## src/rtl/gpcfg_pkg.sv

```systemverilog
// Shared types and constants for the gpcfg AHB-Lite front-end: FSM states, AHB encodings,
// and the lane decoder that gives byte enables and alignment errors for the bank.
package gpcfg_pkg;

  typedef enum logic [2:0] {
    ST_IDLE,
    ST_WRITE,
    ST_READ,
    ST_RDATA,
    ST_ERR1,
    ST_ERR2
  } state_t;

  localparam logic [1:0] HTRANS_IDLE   = 2'b00;
  localparam logic [1:0] HTRANS_BUSY   = 2'b01;
  localparam logic [1:0] HTRANS_NONSEQ = 2'b10;
  localparam logic [1:0] HTRANS_SEQ    = 2'b11;

  localparam logic [2:0] HSIZE_BYTE = 3'd0;
  localparam logic [2:0] HSIZE_HALF = 3'd1;
  localparam logic [2:0] HSIZE_WORD = 3'd2;

  typedef struct packed {
    logic [3:0] byte_en;
    logic       misaligned;
  } lane_dec_t;

  // Sizes above a word cannot be expressed on a 32-bit bank, so they are treated as misaligned.
  function automatic lane_dec_t lane_decode(input logic [2:0] hsize, input logic [1:0] addr_lo);
    lane_dec_t d;
    d.byte_en    = 4'b0000;
    d.misaligned = 1'b0;
    case (hsize)
      HSIZE_BYTE: d.byte_en = 4'b0001 << addr_lo;
      HSIZE_HALF: begin
        d.byte_en    = 4'b0011 << {addr_lo[1], 1'b0};
        d.misaligned = addr_lo[0];
      end
      HSIZE_WORD: begin
        d.byte_en    = 4'b1111;
        d.misaligned = (addr_lo != 2'b00);
      end
      default: d.misaligned = 1'b1;
    endcase
    return d;
  endfunction

endpackage

```

## src/rtl/gpcfg_ahb_if.sv

```systemverilog
// AHB-Lite slave-port signal bundle between the interconnect (master side) and gpcfg_ahb_ctrl.
interface gpcfg_ahb_if;
  // Handshake: an address phase is taken only when hsel & htrans[1] & hready are all high at a
  // rising edge; a data phase completes at the first rising edge where hreadyout is high.
  logic        hsel;
  logic [31:0] haddr;
  logic [1:0]  htrans;
  logic        hwrite;
  logic [2:0]  hsize;
  logic [31:0] hwdata;
  logic        hready;
  logic        hreadyout;
  logic        hresp;
  logic [31:0] hrdata;

  modport master (
    output hsel, haddr, htrans, hwrite, hsize, hwdata, hready,
    input  hreadyout, hresp, hrdata
  );

  modport slave (
    input  hsel, haddr, htrans, hwrite, hsize, hwdata, hready,
    output hreadyout, hresp, hrdata
  );
endinterface

```

## src/rtl/gpcfg_addr_chk.sv

```systemverilog
// Combinational address checker: byte lanes plus a single error flag covering bad size,
// misalignment and offsets beyond the mapped register window.
module gpcfg_addr_chk
  import gpcfg_pkg::*;
#(
  parameter int NUM_REGS = 16
) (
  input  logic [15:0] offset,
  input  logic [2:0]  hsize,
  output logic [3:0]  byte_en,
  output logic        err
);

  localparam logic [16:0] MAP_LIMIT = 17'(NUM_REGS * 4);

  lane_dec_t dec;

  always_comb begin
    dec     = lane_decode(hsize, offset[1:0]);
    byte_en = dec.byte_en;
    err     = dec.misaligned | ({1'b0, offset} >= MAP_LIMIT);
  end

endmodule

```

## src/rtl/gpcfg_ahb_ctrl.sv

```systemverilog
// AHB-Lite slave front-end for the gpcfg register bank: turns address/data phases into
// single-cycle write strobes, wait-stated read strobes and two-cycle ERROR responses.
module gpcfg_ahb_ctrl
  import gpcfg_pkg::*;
#(
  parameter int NUM_REGS       = 16,
  parameter int RD_WAIT_CYCLES = 1
) (
  input  logic              hclk,
  input  logic              hreset,
  gpcfg_ahb_if.slave        ahb,
  output logic              cfg_wr_en,
  output logic [3:0]        cfg_byte_en,
  output logic [31:0]       cfg_wr_addr,
  output logic [31:0]       cfg_wdata,
  output logic              cfg_rd_en,
  output logic [31:0]       cfg_rd_addr,
  input  logic [31:0]       cfg_rdata,
  output state_t            dbg_state
);

  localparam int CNT_W = (RD_WAIT_CYCLES > 1) ? $clog2(RD_WAIT_CYCLES) : 1;

  state_t             state, state_nxt, target;
  logic [CNT_W-1:0]   cnt;
  logic [31:0]        addr_q;
  logic [3:0]         be_q;
  logic [31:0]        hrdata_q;
  logic [3:0]         chk_be;
  logic               chk_err;
  logic               bus_open;
  logic               accept;
  logic               rd_done;
  logic               ready_c;
  logic               resp_c;

  gpcfg_addr_chk #(.NUM_REGS(NUM_REGS)) u_addr_chk (
    .offset  (ahb.haddr[15:0]),
    .hsize   (ahb.hsize),
    .byte_en (chk_be),
    .err     (chk_err)
  );

  // A new address phase can only be taken in states that present hreadyout=1.
  assign bus_open = (state == ST_IDLE) || (state == ST_WRITE) ||
                    (state == ST_RDATA) || (state == ST_ERR2);
  assign accept   = ahb.hsel & ahb.htrans[1] & ahb.hready & bus_open;
  assign rd_done  = (cnt == CNT_W'(RD_WAIT_CYCLES - 1));

  always_ff @(posedge hclk) begin
    if (hreset) begin
      state    <= ST_IDLE;
      cnt      <= '0;
      addr_q   <= '0;
      be_q     <= '0;
      hrdata_q <= '0;
    end else begin
      state <= state_nxt;
      if (accept) begin
        addr_q <= ahb.haddr;
        be_q   <= chk_be;
      end
      if (state == ST_READ) begin
        if (rd_done) begin
          cnt      <= '0;
          hrdata_q <= cfg_rdata;
        end else begin
          cnt <= cnt + 1'b1;
        end
      end
    end
  end

  always_comb begin
    state_nxt   = state;
    ready_c     = 1'b1;
    resp_c      = 1'b0;
    cfg_wr_en   = 1'b0;
    cfg_byte_en = 4'b0000;
    cfg_wdata   = 32'h0;
    cfg_rd_en   = 1'b0;
    target      = chk_err ? ST_ERR1 : (ahb.hwrite ? ST_WRITE : ST_READ);
    case (state)
      ST_IDLE: if (accept) state_nxt = target;
      ST_WRITE: begin
        cfg_wr_en   = 1'b1;
        cfg_byte_en = be_q;
        cfg_wdata   = ahb.hwdata;
        state_nxt   = accept ? target : ST_IDLE;
      end
      ST_READ: begin
        ready_c   = 1'b0;
        cfg_rd_en = 1'b1;
        if (rd_done) state_nxt = ST_RDATA;
      end
      ST_RDATA: state_nxt = accept ? target : ST_IDLE;
      ST_ERR1: begin
        ready_c   = 1'b0;
        resp_c    = 1'b1;
        state_nxt = ST_ERR2;
      end
      ST_ERR2: begin
        resp_c    = 1'b1;
        state_nxt = accept ? target : ST_IDLE;
      end
      default: state_nxt = ST_IDLE;
    endcase
  end

  assign ahb.hreadyout = ready_c;
  assign ahb.hresp     = resp_c;
  assign ahb.hrdata    = hrdata_q;
  assign cfg_wr_addr   = addr_q;
  assign cfg_rd_addr   = addr_q;
  assign dbg_state     = state;

endmodule

```

## src/flat_wrapper.sv

```systemverilog
// flat-port wrapper written by rule: the top's interface ports become plain ports
module gpcfg_ahb_ctrl_flat import gpcfg_pkg::*;
#(
  parameter int NUM_REGS       = 16,
  parameter int RD_WAIT_CYCLES = 1
)
  (hclk, hreset, cfg_wr_en, cfg_byte_en, cfg_wr_addr, cfg_wdata, cfg_rd_en, cfg_rd_addr, cfg_rdata, dbg_state, ahb_hsel, ahb_haddr, ahb_htrans, ahb_hwrite, ahb_hsize, ahb_hwdata, ahb_hready, ahb_hreadyout, ahb_hresp, ahb_hrdata);
  gpcfg_ahb_if ahb_i ();
  input  logic hclk;
  input  logic hreset;
  output logic cfg_wr_en;
  output logic [3:0] cfg_byte_en;
  output logic [31:0] cfg_wr_addr;
  output logic [31:0] cfg_wdata;
  output logic cfg_rd_en;
  output logic [31:0] cfg_rd_addr;
  input  logic [31:0] cfg_rdata;
  output state_t dbg_state;
  input wire logic [$bits(ahb_i.hsel)-1:0] ahb_hsel;
  input wire logic [$bits(ahb_i.haddr)-1:0] ahb_haddr;
  input wire logic [$bits(ahb_i.htrans)-1:0] ahb_htrans;
  input wire logic [$bits(ahb_i.hwrite)-1:0] ahb_hwrite;
  input wire logic [$bits(ahb_i.hsize)-1:0] ahb_hsize;
  input wire logic [$bits(ahb_i.hwdata)-1:0] ahb_hwdata;
  input wire logic [$bits(ahb_i.hready)-1:0] ahb_hready;
  output wire logic [$bits(ahb_i.hreadyout)-1:0] ahb_hreadyout;
  output wire logic [$bits(ahb_i.hresp)-1:0] ahb_hresp;
  output wire logic [$bits(ahb_i.hrdata)-1:0] ahb_hrdata;
  assign ahb_i.hsel = ahb_hsel;
  assign ahb_i.haddr = ahb_haddr;
  assign ahb_i.htrans = ahb_htrans;
  assign ahb_i.hwrite = ahb_hwrite;
  assign ahb_i.hsize = ahb_hsize;
  assign ahb_i.hwdata = ahb_hwdata;
  assign ahb_i.hready = ahb_hready;
  assign ahb_hreadyout = ahb_i.hreadyout;
  assign ahb_hresp = ahb_i.hresp;
  assign ahb_hrdata = ahb_i.hrdata;
  gpcfg_ahb_ctrl #(.NUM_REGS(NUM_REGS), .RD_WAIT_CYCLES(RD_WAIT_CYCLES)) u_core (.hclk(hclk), .hreset(hreset), .ahb(ahb_i), .cfg_wr_en(cfg_wr_en), .cfg_byte_en(cfg_byte_en), .cfg_wr_addr(cfg_wr_addr), .cfg_wdata(cfg_wdata), .cfg_rd_en(cfg_rd_en), .cfg_rd_addr(cfg_rd_addr), .cfg_rdata(cfg_rdata), .dbg_state(dbg_state));
endmodule
```

## config.mk

```make
export PLATFORM = sky130hd
export DESIGN_NAME = gpcfg_ahb_ctrl_flat
export DESIGN_NICKNAME = d
export VERILOG_FILES = /design/src/rtl/gpcfg_pkg.sv /design/src/rtl/gpcfg_ahb_if.sv /design/src/rtl/gpcfg_addr_chk.sv /design/src/rtl/gpcfg_ahb_ctrl.sv /design/src/flat_wrapper.sv
export SDC_FILE = /design/constraint.sdc
export NUM_CORES = 1
export LEC_CHECK = 0
export CAP_MARGIN = 20
export CORE_MARGIN = 4
export CORE_UTILIZATION = 31
export CTS_BUF_LIST = sky130_fd_sc_hd__clkbuf_4 sky130_fd_sc_hd__clkbuf_8 sky130_fd_sc_hd__clkbuf_16
export DETAILED_ROUTE_END_ITERATION = 8
export PLACE_DENSITY = 0.73
export SYNTH_ARGS = -nofsm -noshare
export SYNTH_HDL_FRONTEND = slang
export SYNTH_SLANG_ARGS = --single-unit
```

## constraint.sdc

```tcl
create_clock -name hclk -period 1.4 [get_ports hclk]
set_input_delay 0.42 -clock hclk [delete_from_list [all_inputs] [get_ports hclk]]
set_output_delay 0.42 -clock hclk [all_outputs]
set_load 0.005 [all_outputs]
```

==> reports/qor.log <==
INFO  status         outcome=finished, violations left
INFO  status         violations_in_the_final_reports=negative setup slack
INFO  synth          synth-async-reset-ratio=0
INFO  layout         design.final.nets=774
INFO  synth          synth.net_count=514
INFO  layout         layout-area-overhead-vs-synth=114%
INFO  timing         tns=-26.66ns
INFO  clock_network  ctsRootBufferMaster=sky130_fd_sc_hd__clkbuf_8
INFO  global_route   global_route.usage.total=0.197
INFO  timing         grt_setup_unrepaired=yes
INFO  clock_network  cts_buffers=9
INFO  global_route   first_global_vias=3,967
INFO  global_route   grt_max_degree=47
INFO  synth          synth-main-ff-cell=sky130_fd_sc_hd__dfxtp_1
INFO  place          placement.cell_area=5760um^2
INFO  setup_path     worstSetupStartpointType=flop
INFO  power          p_leak=3.28nW
INFO  setup_path     cp.arrival=1.42ns
INFO  routing        drt_iter0_markers=87
INFO  timing         setup_ws_post_layout=-0.439ns
INFO  global_route   global_route_wire_length_before_repair=20,300um
INFO  global_route   grt_remaining_overflow=0
INFO  synth          yosysSeqAreaShare=0.421
INFO  synth          synth_top_cells_by_count=104 x sky130_fd_sc_hd__nand2_1, 71 x sky130_fd_sc_hd__dfxtp_1, 41 x sky130_fd_sc_hd__a21oi_1, 36 x sky130_fd_sc_hd__and3_1, 36 x sky130_fd_sc_hd__buf_4
INFO  synth          postSynthAreaPerCell=8.28um^2
INFO  routing        routed_wl=14,400um
INFO  clock_network  clkTransAtPathRegs=0.08ns
INFO  synth          syn_inst=408
INFO  timing         period_utilization=1.31
INFO  place          hpwl=8910um
INFO  routing        drt_pass1_iterations=4
INFO  setup_path     worst_ep_required_time=0.98ns
INFO  synth          postSynthRegisterBits=71
INFO  clock_network  clock_path_buffers=2
INFO  die            io_pins=245
INFO  die            dieHeight=112um
INFO  timing         worstMarginPinSlew=0.354ns
INFO  synth          ys_warn_count=0
INFO  power          totalPowerFinal=5.08mW
INFO  layout         diodes=0
INFO  die            core-area=10,500um^2
INFO  timing         finish_stage_setup_viols=82
INFO  die            core.rowCount=37
INFO  setup_path     critical_path_class=flop to primary output
INFO  power          power_density=704nW/um^2
INFO  clock_network  clock-sinks=71
INFO  setup_path     r2r_setup_slack=-0.38ns
INFO  synth          synth_top_area_frac=0.421
INFO  setup_path     rr_worst_depth=9
INFO  min_path       hold_path.class=primary input to flop
INFO  clock_network  insertion_delay=0.34ns
INFO  min_path       min_delay_path_depth=3
INFO  place          port_buffers=243
INFO  die            die_area=12,600um^2
INFO  global_route   antenna_violations_before_repair=0
INFO  die            die_width=112um
INFO  die            initial_utilization=0.323
INFO  min_path       worst_hold_path_endpoint=u_core.cfg_rd_addr[12]
INFO  synth          post-synth-top-count-cell=sky130_fd_sc_hd__nand2_1
INFO  synth          number_of_synthesized_flops_with_an_enable_pin=0
INFO  timing         max_freq=544MHz
INFO  setup_path     timing.rr.start=u_core.dbg_state[1]
INFO  timing         finalHoldViolCount=0
INFO  layout         layout-drive-gt1-share=0.530
INFO  place          finalWeightedCongestion=0.892
INFO  timing         final_max_slew_viol_count=0
INFO  clock_network  htreeDepth=3
INFO  power          vdd_drop_max=0.435mV
INFO  routing        drt-wirelength-per-cell=17.8um
INFO  timing         timing.clock.skew=0.0119ns
INFO  routing        post_drt_via_cell_ratio=4.74
INFO  synth          ys_types=32
INFO  min_path       worst_min_path_start=ahb_haddr[12]
INFO  setup_path     cp_max_fo=9
INFO  timing         period_minus_slack=1.84ns
INFO  clock_network  cts_tree=done
INFO  synth          netlist_area=3380um^2
INFO  routing        drc_errors=0
INFO  timing         slew-limit-headroom=0.764
INFO  run            max_cap_viol_count=0
INFO  setup_path     cp-end-kind=primary output
INFO  setup_path     r2r-end=u_core.cfg_rd_addr[0]
INFO  synth          post-synth-top-area-cell=sky130_fd_sc_hd__dfxtp_1
INFO  synth          synth.area.top_cells=sky130_fd_sc_hd__dfxtp_1 42%, sky130_fd_sc_hd__nand2_1 12%, sky130_fd_sc_hd__buf_4 8.0%
INFO  routing        route.vias.total=3,831
INFO  timing         worst_hold_slack=0.401ns
INFO  layout         final_cell_area=7220um^2
INFO  routing        ant_nets=0
[stage by stage]
stage | setup WS [ns] | util | cells
after floorplan | -0.0719 | - | 408
after global placement | -0.575 | 0.551 | 750
after detailed placement | -0.603 | 0.551 | 750
after CTS | -0.511 | 0.615 | 799
after global routing | -0.500 | 0.690 | 808
final | -0.439 | 0.690 | 808
[worst max path at each step]
stage | start | slack (ns) | end | cells after the start
2_1_floorplan | u_core.dbg_state[1] | -0.07 | cfg_wdata[10] | 4
3_3_place_gp | ahb_hwdata[30] | -0.57 | cfg_wdata[30] | 3
3_5_place_dp | ahb_hwdata[27] | -0.60 | cfg_wdata[27] | 3
4_1_cts | u_core.dbg_state[2] | -0.51 | cfg_wdata[28] | 5
5_1_grt | u_core.dbg_state[1] | -0.50 | cfg_wdata[23] | 5
6_report | u_core.dbg_state[1] | -0.44 | cfg_wdata[23] | 5
[where the power goes]
| part | switching, mW | leakage [nW] | total (mW) | internal, mW |
|---|---|---|---|---|
| registers | 0.0309 | 0.593 | 2.08 | 2.05 |
| clock network | 0.784 | 0.123 | 2.01 | 1.23 |
| logic | 0.386 | 2.56 | 0.986 | 0.600 |
| total | 1.20 | 3.28 | 5.08 | 3.88 |
[registers in the layout, indices dropped and copies added, names as in the netlist]
signal / flops
u_core.ahb.hrdata: 32
u_core.be_q: 4
u_core.dbg_state: 3
u_core.cfg_rd_addr: 32
[layer usage]
metal | global-route usage | share of wire
met5 | 0 | 0
met4 | 0.0665 | 0.024
met3 | 0.0636 | 0.070
met2 | 0.353 | 0.52
met1 | 0.219 | 0.38
[cells by family after synthesis]
family          Yosys count  share of synthesized area
buf+inv                  66                      0.140
flops                    71                      0.421
simple gates            188                      0.268
xor+xnor                  2                    0.00519
compound gates           81                      0.165
[layout by cell type, fill, tap and decap left out, types with 2 or more instances in the layout]
cell type                         instances
sky130_fd_sc_hd__nand2_1                 52
sky130_fd_sc_hd__dfxtp_2                 33
sky130_fd_sc_hd__clkdlybuf4s15_1         15
sky130_fd_sc_hd__dlygate4sd2_1           72
sky130_fd_sc_hd__clkbuf_2                 6
sky130_fd_sc_hd__buf_2                   20
sky130_fd_sc_hd__buf_4                   30
sky130_fd_sc_hd__dfxtp_4                  4
sky130_fd_sc_hd__nand2_2                 47
sky130_fd_sc_hd__nor2_1                   4
sky130_fd_sc_hd__clkbuf_16                6
sky130_fd_sc_hd__buf_12                  14
sky130_fd_sc_hd__bufinv_16                3
sky130_fd_sc_hd__a21oi_1                  6
sky130_fd_sc_hd__buf_8                    6
sky130_fd_sc_hd__a21o_1                   2
sky130_fd_sc_hd__o211ai_1                 2
sky130_fd_sc_hd__nand2_4                 34
sky130_fd_sc_hd__and3_1                  13
sky130_fd_sc_hd__a21oi_2                 64
sky130_fd_sc_hd__dfxtp_1                 34
sky130_fd_sc_hd__nor4_2                   2
sky130_fd_sc_hd__clkbuf_8                10
sky130_fd_sc_hd__nand3b_1                 3
sky130_fd_sc_hd__and3_4                  23
sky130_fd_sc_hd__buf_6                   38
sky130_fd_sc_hd__clkdlybuf4s50_1        102
sky130_fd_sc_hd__buf_16                   3
[critical path, cell delays in order (launching register included)]
cell and delay [ns]:
sky130_fd_sc_hd__dfxtp_4 0.36, sky130_fd_sc_hd__nor2_4 0.15, sky130_fd_sc_hd__buf_12 0.15, sky130_fd_sc_hd__clkbuf_16 0.15, sky130_fd_sc_hd__and3_1 0.15, sky130_fd_sc_hd__buf_2 0.12
[area by class of cell]
type | count | area (um^2)
clock buffer | 10 | 138
tap | 136 | 170
multi-input combinational | 271 | 2110
inverter | 2 | 15.0
timing repair buffer | 313 | 3200
fill | 809 | 3240
sequential | 71 | 1480
clock inverter | 5 | 105
[timing repair]
action	in CTS	in global routing
gates cloned	10	7
gates resized for setup	351	237
pin swaps	19	93
setup endpoints to repair	210	136
hold buffers	0	0
buffers inserted	24	14
(Power assumes the default switching activity.)
